### src/rtl/fetch_unit.sv
// Instruction fetch unit: IDLE/REQ/VALID handshake with instruction memory and next-PC select.
// Optional fetch timeout is enabled by defining FETCH_TIMEOUT_EN.
module fetch_unit (
   input  logic        CLK,
   input  logic        RST_N,
   input  logic        FETCH_REQ,
   input  logic [1:0]  PC_MUX_SEL,
   input  logic [7:0]  BR_OFFSET,
   input  logic [15:0] JMP_ADDR,
   output logic        IMEM_REQ,
   output logic [15:0] IMEM_ADDR,
   input  logic        IMEM_ACK,
   input  logic [15:0] IMEM_RDATA,
   output logic [15:0] INSTRUCTION,
   output logic        INST_VALID,
   output logic [15:0] PC,
   output logic        BUSY,
   output logic        FETCH_ERR
);

   typedef enum logic [1:0] {StIdle, StReq, StValid} state_e;

   state_e      state_q, state_d;
   logic [15:0] pc_q, pc_d;
   logic [15:0] instr_q, instr_d;
   logic        first_q, first_d;
   logic [15:0] br_sext;
   logic [15:0] next_pc;

`ifdef FETCH_TIMEOUT_EN
   localparam logic [7:0]  TimeoutLast = 8'd254;
   localparam logic [15:0] TimeoutInstr = 16'hF000;

   logic [7:0] cnt_q, cnt_d;
   logic       err_q, err_d;
`endif

   assign br_sext = {{8{BR_OFFSET[7]}}, BR_OFFSET};

   always_comb begin
      next_pc = pc_q;
      case (PC_MUX_SEL)
         2'b00:   next_pc = pc_q + 16'd1;
         2'b01:   next_pc = pc_q + 16'd1 + br_sext;
         2'b10:   next_pc = JMP_ADDR;
         default: next_pc = pc_q;
      endcase
   end

   always_comb begin
      state_d = state_q;
      pc_d    = pc_q;
      instr_d = instr_q;
      first_d = first_q;
`ifdef FETCH_TIMEOUT_EN
      cnt_d   = cnt_q;
      err_d   = err_q;
`endif
      case (state_q)
         StIdle: begin
            if (FETCH_REQ) begin
               pc_d    = first_q ? 16'h0000 : next_pc;
               first_d = 1'b0;
               state_d = StReq;
            end
         end
         StReq: begin
            if (IMEM_ACK) begin
               instr_d = IMEM_RDATA;
               state_d = StValid;
`ifdef FETCH_TIMEOUT_EN
               cnt_d   = 8'd0;
            end else if (cnt_q == TimeoutLast) begin
               // 255th REQ cycle without an ACK: give up and hand back a marker instruction
               instr_d = TimeoutInstr;
               err_d   = 1'b1;
               cnt_d   = 8'd0;
               state_d = StValid;
            end else begin
               cnt_d   = cnt_q + 8'd1;
`endif
            end
         end
         StValid: state_d = StIdle;
         default: state_d = StIdle;
      endcase
   end

   always_ff @(posedge CLK or negedge RST_N) begin
      if (!RST_N) begin
         state_q <= StIdle;
         pc_q    <= 16'h0000;
         instr_q <= 16'h0000;
         first_q <= 1'b1;
`ifdef FETCH_TIMEOUT_EN
         cnt_q   <= 8'd0;
         err_q   <= 1'b0;
`endif
      end else begin
         state_q <= state_d;
         pc_q    <= pc_d;
         instr_q <= instr_d;
         first_q <= first_d;
`ifdef FETCH_TIMEOUT_EN
         cnt_q   <= cnt_d;
         err_q   <= err_d;
`endif
      end
   end

   assign IMEM_REQ    = (state_q == StReq);
   assign IMEM_ADDR   = pc_q;
   assign INSTRUCTION = instr_q;
   assign INST_VALID  = (state_q == StValid);
   assign PC          = pc_q;
   assign BUSY        = (state_q != StIdle);
`ifdef FETCH_TIMEOUT_EN
   assign FETCH_ERR   = err_q;
`else
   assign FETCH_ERR   = 1'b0;
`endif

endmodule

### config.mk
export PLATFORM = sky130hd
export DESIGN_NAME = fetch_unit
export DESIGN_NICKNAME = d
export VERILOG_FILES = /design/src/rtl/fetch_unit.sv
export SDC_FILE = /design/constraint.sdc
export NUM_CORES = 1
export LEC_CHECK = 0
export CAP_MARGIN = 40
export CORE_UTILIZATION = 46
export DETAILED_ROUTE_END_ITERATION = 8
export PLACE_DENSITY = 0.81
export SLEW_MARGIN = 20
export SYNTH_ARGS = -nofsm -noshare
export SYNTH_HDL_FRONTEND = slang
export SYNTH_SLANG_ARGS = --single-unit
export TNS_END_PERCENT = 10
### constraint.sdc
create_clock -name CLK -period 4.2 [get_ports CLK]
set_input_delay 0.42 -clock CLK [delete_from_list [all_inputs] [get_ports CLK]]
set_output_delay 0.42 -clock CLK [all_outputs]
set_load 0.02 [all_outputs]
==> run metrics <==
status completed; RD Place Congestion 0.9389; utilization after layout 64.62%; Fin. Hold Viols 0; WL met1 3.528 mm; ant diodes 0; Core Area 5921 sq um; # nets final 460; Ys Warns 0; register bit total from synthesis 35; Chip Height 80.46 microns; synthesized area 2831 sq um; fin crit share 80.70%; CP Capture Point IMEM_ADDR[14]$_DFFE_PN0P_; GRT Util Overall 24.99%; Power Total 2.817 mW; hold buffers post-CTS 0; Syn Area/Cell 8.932 sq um; multi-input logic area 1714 sq um; met3 WL 554 microns; Rows 28; largest net degree at the start of global routing 36; Fin Setup TNS 0 ns; CTS root buf clkbuf_8; clock tree buffer depth 2; Worst setup EP type flop; DRT Wirelength 7.979 mm; max_slew headroom 48.03%; R2R Setup Slk 0.81 ns; critical path arrival 3.57 ns; first-pass GRT wire length 12.39 mm; vias in the first global route 2495; final setup margin 0.8106 ns; clk_skew 0.006794 ns; clock-pin slew on the worst setup and hold paths 0.08 ns; Worst EP required 4.38 ns; final instance area 3826 sq um; Die Span X 80.46 microns; Reg2Reg Launch Point IMEM_ADDR[2]$_DFFE_PN0P_; Max Fclk 0.2950 GHz; Area Overhead vs Synth 35.13%; total die area 6473 sq um; HP Class reg -> reg; Syn Inst Count 317; Starting Density 47.82%; RSZ-0062 raised after global routing no; # port buffers 96; Placed Area 3714 sq um; Setup WS pre-CTS 0.9253 ns; R2R Path End IMEM_ADDR[14]$_DFFE_PN0P_; number of fill cells 477; non-filler cells, final 467; worst vdd rail ir drop 349.9 uV; Netlist cell types 49; Post-route DRC 0; Reg2Reg Depth 13; Max-Cap Viols 0; fraction of registers with async set/reset 100.0%; H-tree depth 2; DR WL/cell 17.09 microns; worst skew pair latency 0.29 ns; Pleak 1.637 nW; placed insts 459; DR top layer met4; EDFF count, synth 0; vias 2698; drt initial violations 197; Post-synth top flop dfrtp_1; clock sink count 35; DP Wirelength 5.842 mm; CP startpoint kind flop; fin. max-slew vios 0; power density over the cells 736.2 nW/um^2; pin slew with the least headroom to its limit 0.7736 ns; commonest non-fill, non-tap cell in the layout clkdlybuf4s50_1; Mapped Nets 386; fin crit period 3.389 ns; worst setup path category reg -> reg; CTS resizes 0; Via density 5.777; Routed Antenna Nets 0; WL met2 3.859 mm; # IOs 98; layout cells sized above 1 8.929%; hold_ws 0.4895 ns; initial antenna violation count 0; CTS tree built; clock buffer count from CTS 5; final setup fails 0; Register Area 877.1 sq um; most frequent cells in the layout clkdlybuf4s50_1 (96), nand2_1 (37), dfrtp_1 (34); register area share after synthesis 30.98%; first-pass iteration count of the detailed router 5; crit path launch IMEM_ADDR[2]$_DFFE_PN0P_; Critical Path Fanout Max 9; grt total ovfl 0; Post-CTS Setup Repair Bufs 0
-- layer usage --
layer,vias up,global-route usage [%]
met5,-,0
met4,0,4.286
met3,5,3.409
met2,119,40.76
met1,1314,35.38
li1,1260,-
-- cell usage after synthesis, drive strengths merged (2+ instances only) --
library cell / number / area, sq um
nand4: 3 / 33.78
clkbuf: 13 / 48.80
or2: 2 / 12.51
o21ai: 22 / 110.1
and3: 3 / 20.02
a211oi: 3 / 27.52
nor2: 14 / 55.06
a21oi: 19 / 95.09
inv: 14 / 52.55
a31oi: 2 / 12.51
xnor2: 16 / 140.1
o211ai: 5 / 37.54
nor2b: 5 / 31.28
ha: 22 / 275.3
a221oi: 9 / 85.08
mux2: 16 / 180.2
nand2: 37 / 138.9
nor3: 7 / 35.03
a21o: 5 / 37.54
dfrtp: 34 / 850.8
a22o: 5 / 43.79
buf: 18 / 138.9
xor2: 11 / 96.34
o21bai: 2 / 15.01
nand3: 9 / 45.04
a221o: 3 / 30.03
o311ai: 2 / 17.52
nand2b: 2 / 12.51
-- registers in the layout, indices dropped and copies added, names as in the netlist --
name and cells:
first_q 1, state_q 2, INSTRUCTION 16, IMEM_ADDR 16
-- worst max-delay path: stages, from the launching register on --
cell,delay [ns]
dfrtp_1,0.48
nand3_1,0.15
nor2_1,0.27
nand2_1,0.21
nor3_1,0.31
xor2_1,0.28
ha_1,0.37
nand4_1,0.16
nor2_2,0.05
a211oi_2,0.21
o21ai_1,0.11
xor2_1,0.16
a221o_1,0.32
a22o_1,0.20
-- where the power goes --
| group | internal (mW) | total [mW] | switching [mW] |
|---|---|---|---|
| logic | 0.869 | 1.83 | 0.958 |
| clock network | 0.177 | 0.313 | 0.136 |
| registers | 0.489 | 0.677 | 0.188 |
-- cells by family after synthesis --
logic type      after synthesis  share of synthesized area, %
other cells                   1                        0.1324
mux                          16                         6.363
compound gates               83                         19.89
buf+inv                      45                         8.484
flops                        35                         30.98
fa+ha+maj                    23                         10.43
simple gates                 87                         15.38
xor+xnor                     27                         8.352
-- layout make-up --
cell class	instances	area share, %
Clock inverter	3	1.145
Inverter	14	1.373
Clock buffer	5	1.799
Sequential cell	35	22.92
Timing Repair Buffer	98	25.51
Tap cell	75	2.453
Multi-Input combinational cell	237	44.80
-- worst min path at each step --
stage / slack [ns] / startpoint / depth (start not counted) / end
6_report: 0.49 / first_q$_DFFE_PN1P_ / 2 / first_q$_DFFE_PN1P_
5_1_grt: 0.50 / first_q$_DFFE_PN1P_ / 2 / first_q$_DFFE_PN1P_
4_1_cts: 0.49 / first_q$_DFFE_PN1P_ / 2 / first_q$_DFFE_PN1P_
3_5_place_dp: 0.48 / first_q$_DFFE_PN1P_ / 2 / first_q$_DFFE_PN1P_
3_3_place_gp: 0.48 / first_q$_DFFE_PN1P_ / 2 / first_q$_DFFE_PN1P_
2_1_floorplan: 0.12 / RST_N / 0 / IMEM_ADDR[0]$_DFFE_PN0P_
No activity file was read; power rests on OpenSTA's default activity.
